===== src/rtl/writeback_stage.sv =====
// Writeback stage: buffers completed instructions in a small FIFO and retires
// them in program order to the register-file write port, stalling loads until data arrives.
module writeback_stage #(
  parameter int DATA_W = 32,
  parameter int ADDR_W = 5,
  parameter int DEPTH  = 2
) (
  input  logic              clk,
  input  logic              reset,
  input  logic              ex_valid,
  output logic              ex_ready,
  input  logic [ADDR_W-1:0] ex_rd,
  input  logic [DATA_W-1:0] ex_result,
  input  logic              ex_reg_write,
  input  logic              ex_is_load,
  input  logic              mem_valid,
  input  logic [DATA_W-1:0] mem_data,
  output logic              rf_we,
  output logic [ADDR_W-1:0] rf_waddr,
  output logic [DATA_W-1:0] rf_wdata,
  output logic              busy,
  output logic [31:0]       retired_count
);
  localparam int PTR_W = $clog2(DEPTH);
  localparam int CNT_W = $clog2(DEPTH) + 1;

  typedef enum logic {RUN = 1'b0, WAIT_MEM = 1'b1} state_t;

  state_t            state_reg, state_next;
  logic [ADDR_W-1:0] rd_mem     [DEPTH];
  logic [DATA_W-1:0] result_mem [DEPTH];
  logic              we_mem     [DEPTH];
  logic              load_mem   [DEPTH];
  logic [PTR_W-1:0]  wr_ptr_reg, rd_ptr_reg;
  logic [CNT_W-1:0]  count_reg;
  logic [31:0]       retired_count_reg;
  logic              rf_we_reg;
  logic [ADDR_W-1:0] rf_waddr_reg;
  logic [DATA_W-1:0] rf_wdata_reg;

  logic              push, pop, head_load, fifo_nonempty, wb_we;
  logic [DATA_W-1:0] wb_data;

  // Readiness comes only from the registered count; a same-cycle pop does not help.
  assign ex_ready      = (count_reg < CNT_W'(DEPTH));
  assign push          = ex_valid && ex_ready;
  assign fifo_nonempty = (count_reg != '0);
  assign head_load     = load_mem[rd_ptr_reg];

  always_ff @(posedge clk) begin
    if (reset) state_reg <= RUN;
    else       state_reg <= state_next;
  end

  always_comb begin
    state_next = state_reg;
    case (state_reg)
      RUN:      if (fifo_nonempty && head_load) state_next = WAIT_MEM;
      WAIT_MEM: if (mem_valid) state_next = RUN;
      default:  state_next = RUN;
    endcase
  end

  always_comb begin
    pop     = 1'b0;
    wb_data = result_mem[rd_ptr_reg];
    case (state_reg)
      RUN:      pop = fifo_nonempty && !head_load;
      WAIT_MEM: begin
        pop     = mem_valid;
        wb_data = mem_data;
      end
      default:  pop = 1'b0;
    endcase
  end

  // Entries to r0 or without reg_write still retire, they just never write.
  assign wb_we = pop && we_mem[rd_ptr_reg] && (rd_mem[rd_ptr_reg] != '0);

  generate
    for (genvar gi = 0; gi < DEPTH; gi++) begin : g_entry
      always_ff @(posedge clk) begin
        if (push && (wr_ptr_reg == PTR_W'(gi))) begin
          rd_mem[gi]     <= ex_rd;
          result_mem[gi] <= ex_result;
          we_mem[gi]     <= ex_reg_write;
          load_mem[gi]   <= ex_is_load;
        end
      end
    end
  endgenerate

  always_ff @(posedge clk) begin
    if (reset) begin
      wr_ptr_reg <= '0;
      rd_ptr_reg <= '0;
      count_reg  <= '0;
    end else begin
      if (push) wr_ptr_reg <= wr_ptr_reg + PTR_W'(1);
      if (pop)  rd_ptr_reg <= rd_ptr_reg + PTR_W'(1);
      case ({push, pop})
        2'b10:   count_reg <= count_reg + CNT_W'(1);
        2'b01:   count_reg <= count_reg - CNT_W'(1);
        default: count_reg <= count_reg;
      endcase
    end
  end

  always_ff @(posedge clk) begin
    if (reset) begin
      rf_we_reg         <= 1'b0;
      rf_waddr_reg      <= '0;
      rf_wdata_reg      <= '0;
      retired_count_reg <= '0;
    end else begin
      rf_we_reg <= wb_we;
      if (wb_we) begin
        rf_waddr_reg <= rd_mem[rd_ptr_reg];
        rf_wdata_reg <= wb_data;
      end
      if (pop) retired_count_reg <= retired_count_reg + 32'd1;
    end
  end

  assign rf_we         = rf_we_reg;
  assign rf_waddr      = rf_waddr_reg;
  assign rf_wdata      = rf_wdata_reg;
  assign retired_count = retired_count_reg;
  assign busy          = fifo_nonempty || (state_reg == WAIT_MEM);
endmodule


===== config.mk =====
export PLATFORM = sky130hd
export DESIGN_NAME = writeback_stage
export DESIGN_NICKNAME = d
export VERILOG_FILES = /design/src/rtl/writeback_stage.sv
export SDC_FILE = /design/constraint.sdc
export NUM_CORES = 1
export LEC_CHECK = 0
export ABC_AREA = 0
export BUFFER_PORTS_ARGS = -buffer_cell sky130_fd_sc_hd__clkbuf_2
export CORE_ASPECT_RATIO = 0.5
export CORE_MARGIN = 2
export CORE_UTILIZATION = 40
export DETAILED_ROUTE_END_ITERATION = 8
export HOLD_SLACK_MARGIN = 0.06
export SETUP_SLACK_MARGIN = 0.15
export SYNTH_ARGS = -nofsm -noshare
export SYNTH_HDL_FRONTEND = slang
export SYNTH_SLANG_ARGS = --single-unit

===== constraint.sdc =====
create_clock -name clk -period 3.4 [get_ports clk]
set_input_delay 0 -clock clk [delete_from_list [all_inputs] [get_ports clk]]
set_output_delay 0 -clock clk [all_outputs]
set_load 0.03 [all_outputs]

# ---- After elaboration in Yosys (flattened, before gate mapping)
# Memories as Yosys holds them, arrays and structs flattened. A register that Yosys moved wholly into a read port is not among the register bits.
# Index checks and enable logic that the tools add are counted.
dict set report op_classes {
  reduce_logical 16
  n_eq_ne 2
  n_mux 30
  bitwise 2
  n_mul 0
  div_mod_pow 0
  shift 0
  n_addsub 5
  order_cmp 1
}
# cell count
set op_table {}
lappend op_table {{32-bit 2-to-1 mux} 2}
lappend op_table {{32-bit by 1-bit adder with 32-bit output, second input constant} 1}
lappend op_table {{32-bit OR reduction} 1}
lappend op_table {{1-bit 2-to-1 mux} 24}
lappend op_table {{1-bit logical AND} 7}
lappend op_table {{5-bit 2-to-1 mux} 1}
lappend op_table {{5-bit nonzero test} 1}
lappend op_table {{5-bit OR reduction} 1}
lappend op_table {{1-bit case mux with 2 select lines} 2}
lappend op_table {{2-bit case mux with 2 select lines} 1}
lappend op_table {{2-bit nonzero test} 2}
lappend op_table {{1-bit adder, second input constant} 2}
lappend op_table {{2-bit by 1-bit adder with 2-bit output, second input constant} 1}
lappend op_table {{2-bit by 1-bit == test with 1-bit output, second input constant} 1}
lappend op_table {{2-bit == test, second input constant} 1}
lappend op_table {{2-bit less-than comparator, second input constant} 1}
lappend op_table {{1-bit NOT} 2}
lappend op_table {{1-bit OR reduction} 2}
lappend op_table {{2-bit by 1-bit subtractor with 2-bit output, second input constant} 1}
lappend op_table {{1-bit zero test} 1}
lappend op_table {{1-bit logical OR} 1}
dict set report word_totals {
  regBits 75
  mem_bits_rw 78
  inputBits 75
  word_cells 68
  mem_count 4
  rom_bits 0
  latch_bits 0
  output_inout_bits 72
}
# name depth width read_ports rd_ports_with_merged_regs write_ports line_no
set memory_table {}
lappend memory_table {result_mem 2 32 1 1 1 31} ;# logic [DATA_W-1:0] result_mem [DEPTH];
lappend memory_table {rd_mem 2 5 1 1 1 30} ;# logic [ADDR_W-1:0] rd_mem [DEPTH];
lappend memory_table {load_mem 2 1 1 1 1 33} ;# logic load_mem [DEPTH];
lappend memory_table {we_mem 2 1 1 1 1 32} ;# logic we_mem [DEPTH];

# ---- Logic depth before layout (Yosys ltp)
dict set report logic_depth {
  word_depth 7
  ltp_mapped 9
  mapped_depth_nobuf 7
}

# ---- Worst setup path after synthesis
# Ideal clock, no wire load.
dict set report synth_path {
  kind {register to register}
  from {reg count_reg[1]}
  to {mem load_mem[0] (enable)}
  slack_ns 0.608
  period_less_slack_ns 2.792
  setup_ns 0.435
  path_stages_with_launch 4
  t_arrival_ns 2.356
  path_cell_list {dfxtp_1 inv_1 nand2_1 nor2_1}
}
dict set report synth_between {
  elab_chain_len 7
  elab_cells_between_ends 11
  classes_between {order compare: 1; mux: 6; reduce/logical: 4}
}
# element line_no
set synth_lines {}
lappend synth_lines {{start: declaration} 35} ;# logic [CNT_W-1:0] count_reg;
lappend synth_lines {{start signal: assignment} 102} ;# 2'b10: count_reg <= count_reg + CNT_W'(1);
lappend synth_lines {{start signal: assignment} 103} ;# 2'b01: count_reg <= count_reg - CNT_W'(1);
lappend synth_lines {{start signal: assignment} 104} ;# default: count_reg <= count_reg;
lappend synth_lines {{2-bit less-than comparator *} 45} ;# assign ex_ready = (count_reg < CNT_W'(DEPTH));
lappend synth_lines {{net ex_ready} 11} ;# output logic ex_ready,
lappend synth_lines {{1-bit logical AND *} 46} ;# assign push = ex_valid && ex_ready;
lappend synth_lines {{1-bit logical AND} 83} ;# if (push && (wr_ptr_reg == PTR_W'(gi))) begin
lappend synth_lines {{1-bit 2-to-1 mux} 83}
lappend synth_lines {{1-bit 2-to-1 mux (not written as such)} 87} ;# load_mem[gi] <= ex_is_load;
lappend synth_lines {{1-bit OR reduction (no source line)} n/a}
lappend synth_lines {{1-bit 2-to-1 mux (no source line)} n/a}
lappend synth_lines {{end: declaration} 33}
# Mark *: on every way through the listed nets, which the timed path passes. The rest lies on a longest branch.

==> qor_table.md <==
| Result | Reported |
|:---|:---|
| Number of antenna violations at the first check in global routing | 0 |
| Post-CTS sizing | 0 |
| Number of buffers inserted to repair setup after CTS | 0 |
| Final setup skew | 0.00854 ns |
| Net Sw Frac | 0.301 |
| Outcome | completed |
| Total number of placement rows | 33 |
| Placer's final routability congestion estimate | 0.749 |
| FF/Latch Area | 3860 um^2 |
| Post-synthesis share of cell area spent on full adders, half adders and majority gates | 0.00375 |
| Internal power of the cells | 4.05 mW |
| Flip-flop count of the largest register after layout | 64 |
| Complex-gate fraction of the synthesized area | 0.0687 |
| Async set-reset flop share out of synthesis | 0 |
| Finish-stage setup viols | 0 |
| Number of vias in the routed layout | 5264 |
| Clock latency of the later-clocked register in the worst-skew pair | 0.42 ns |
| Psw | 1.75 mW |
| Number of buffers inserted during clock tree synthesis | 17 |
| Startpoint Class | flop |
| Number of endpoints with negative hold slack in the final report | 0 |
| Required time of the critical path | 3.71 ns |
| Number of warnings issued by yosys | 0 |
| Maximum fanout along the worst path | 42 |
| Total Neg Setup Slack | 0 ns |
| Register bit count reported by yosys | 154 |
| Cell with the biggest individual delay on the critical path | nand3_2 |
| Number of max-slew violations in the final report | 0 |
| Gate family responsible for the most delay along the worst path | buffers and inverters |
| Cts hold-fix bufs | 73 |
| Max-capacitance violation count | 0 |
| Cells after synthesis | 597 |
| Post-synthesis net count | 674 |
| Simple-gate portion of the synthesized area | 0.171 |
| Period utilization | 0.768 |
| Pre-antenna DRT Iters | 4 |
| Avg WL per Cell | 14.9 um |
| Type of the setup path with the least slack | reg -> reg |
| Measured slew at the worst slew-check pin | 1.21 ns |
| H-Tree Level Count | 4 |
| Final period demand of the worst path | 2.61 ns |
| Clock transition at path regs | 0.07 ns |
| Fill cell instance count of the final layout | 1478 |
| Number of buffer and inverter stages on the critical path | 2 |
| Clock share of power | 0.333 |
| Clock root buffer | clkbuf_16 |
| Net count reported at finish | 885 |
| Flop pwr share | 0.407 |
| CTS tree | built |
| Post-synthesis share of cell area spent on xor and xnor gates | 0.00657 |
| Data arrival time at the worst-slack endpoint | 2.92 ns |
| Delay contributed by the slowest stage of the critical path | 0.52 ns |
| Primary flip-flop cell chosen by synthesis mapping | edfxtp_1 |
| Setup crit end kind | flop |
| Synthesized area | 6670 um^2 |
| Power density relative to cell area | 647 nW/um^2 |
| Iter 0 DRT Violations | 207 |
| Number of nets with antenna violations after detailed routing | 0 |
| Max Clk Rate | 383 MHz |
| Count of boundary I/O pins | 147 |
| Count of inserted antenna diode cells | 0 |
| Multiplexer area fraction after synthesis | 0.142 |
| Core Box Area | 16400 um^2 |
| Die extent in y | 95.3 um |
| Share of power burned in combinational logic | 0.259 |
| Worst-case vdd ir drop | 0.362 mV |
| Normalized max-slew margin | 0.192 |
| Largest net degree at the start of global routing | 96 |
| Starting utilization of the core area | 0.408 |
| Count of cell types in the netlist | 37 |
| Multi-input logic area | 2620 um^2 |
| Vias in the first global route | 5165 |
| DRC violations left | 0 |
| # port buffers | 146 |
| GRT overflow | 0 |
| Largest family of logic cells by synthesized area | simple AND/OR/NAND/NOR gates |
| Layout cells sized above 1 | 0.326 |
| Routed wire length | 15.6 mm |
| # clock sinks | 154 |
| Type of the most critical hold path | in -> reg |
| Clock Tree Buf Depth | 2 |
| Unrepaired setup endpoints after global routing | false |
| Cell Chain, Critical Path | buf_4 -> mux2i_1 -> a31oi_1 -> nand3_2 -> buf_12 -> mux2_2 |
| Leakage dissipation | 3.57 nW |
| Area grow syn2layout | 34.4% |
| Detailed placer's ending HPWL | 9.73 mm |
| GRT Total Usage | 0.179 |
| Mean Syn Cell Area | 11.2 um^2 |
| Wire length of the first global-routing pass | 24.8 mm |
| Post-synth EDFFs | 78 |
| Area enclosed by the die boundary | 17800 um^2 |
| Post-synthesis sequential area ratio | 0.579 |
| Minimum hold slack | 0.311 ns |
| Average via count per standard cell | 5.02 |
| Die X-Extent | 187 um |
## cell families (layout without fill, tap and decap cells)
logic type                 after synthesis  count (layout)
DFF                                    154             154
adders and majority gates                2               2
muxes                                   84              84
buffers and inverters                   47             271
AOI/OAI and AO/OA                       79              79
xor gates and xnor gates                 5               5
and+or+nand+nor                        226             226
## synthesized netlist by cell type (2+ instances only)
library cell / n / area share
nor2_1: 30 / 0.017
and4_1: 5 / 0.0066
or3_1: 4 / 0.0038
and3_1: 5 / 0.0047
o31ai_1: 11 / 0.012
mux2i_1: 4 / 0.0060
clkbuf_1: 29 / 0.016
o32ai_1: 2 / 0.0026
a21oi_1: 50 / 0.038
dfxtp_1: 76 / 0.23
mux2_2: 79 / 0.13
nand3_1: 15 / 0.011
inv_1: 8 / 0.0045
nand4_1: 7 / 0.0066
nor4_1: 11 / 0.010
nor2b_1: 46 / 0.043
edfxtp_1: 78 / 0.35
nand2_1: 81 / 0.046
a31oi_1: 6 / 0.0056
xor2_1: 2 / 0.0026
ha_1: 2 / 0.0038
xnor2_1: 3 / 0.0039
buf_6: 2 / 0.0034
buf_1: 5 / 0.0028
or4_1: 12 / 0.014
nor3_1: 6 / 0.0045
a211oi_1: 3 / 0.0034
nand2b_1: 2 / 0.0019
o21ai_0: 4 / 0.0030
and2_1: 2 / 0.0019
## power by group through the flow
| stage | Combinational, mW | Clock [mW] | Sequential (mW) |
|---|---|---|---|
| after floorplan | 0.859 | 0 | 2.58 |
| after global placement | 1.43 | 0 | 2.39 |
| after detailed placement | 1.45 | 0 | 2.40 |
| after CTS | 1.53 | 1.98 | 2.36 |
| after global routing | 1.64 | 2.06 | 2.39 |
| final | 1.50 | 1.93 | 2.36 |
## path summary, 6_finish.rpt
check                           slack, ns                            from  cells after the start                        endpoint
worst max register to register       0.79                            flop                      6        rf_wdata[8]$_SDFFE_PP0P_
worst max-delay path                 0.79                            flop                      6        rf_wdata[8]$_SDFFE_PP0P_
worst min register to register       0.51  retired_count[10]$_SDFFE_PP0P_                      2  retired_count[10]$_SDFFE_PP0P_
worst min-delay path                 0.31                   ex_result[23]                      2     result_mem[1][23]$_DFFE_PP_
## placed cells by master, fill, tap and decap left out, types with 5 or more instances in the layout
cell type | netlist | layout
mux2_2 | 79 | 79
inv_1 | 8 | 8
a21oi_1 | 50 | 50
nor2b_1 | 46 | 46
buf_4 | 1 | 11
nor4_1 | 11 | 11
nor2_1 | 30 | 29
clkbuf_2 | 0 | 145
and4_1 | 5 | 5
dfxtp_1 | 76 | 75
nand4_1 | 7 | 7
nand2_1 | 81 | 81
or4_1 | 12 | 12
clkbuf_16 | 0 | 17
o31ai_1 | 11 | 11
edfxtp_1 | 78 | 78
dlygate4sd3_1 | 0 | 73
nor3_1 | 6 | 6
a31oi_1 | 6 | 6
nand3_1 | 15 | 14
## worst register-to-register path, cell delays in order (launching register included)
cell and delay [ns]:
dfxtp_2 0.33, buf_4 0.47, mux2i_1 0.16, a31oi_1 0.37, nand3_2 0.52, buf_12 0.36, mux2_2 0.29
## layer usage
| metal | up-vias | GRT usage | share of wire |
|---|---|---|---|
| met1 | 2560 | 0.216 | 0.45 |
| li1 | 2571 | - | - |
| met2 | 116 | 0.313 | 0.50 |
| met5 | - | 0 | 0 |
| met4 | 0 | 0.0780 | 0.014 |
| met3 | 17 | 0.0431 | 0.036 |
## per-stage QoR
step	setup WS, ns	std cells	util	total power, mW	area (um^2)
final	0.788	1048	0.548	5.79	8960
after global routing	0.544	1048	0.548	6.09	8960
after CTS	0.726	1048	0.548	5.86	8960
after detailed placement	0.757	943	0.467	3.85	7630
after global placement	0.782	943	0.467	3.82	7630
after floorplan	0.608	597	-	3.44	6670
## final cells by class
class,count,area share
timing repair buffer,230,0.174
tap,227,0.0317
clock buffer,22,0.0507
clock inverter,10,0.0161
multi-input combinational,396,0.293
inverter,9,0.00377
sequential,154,0.431
Power figures use the tool's default switching activity.
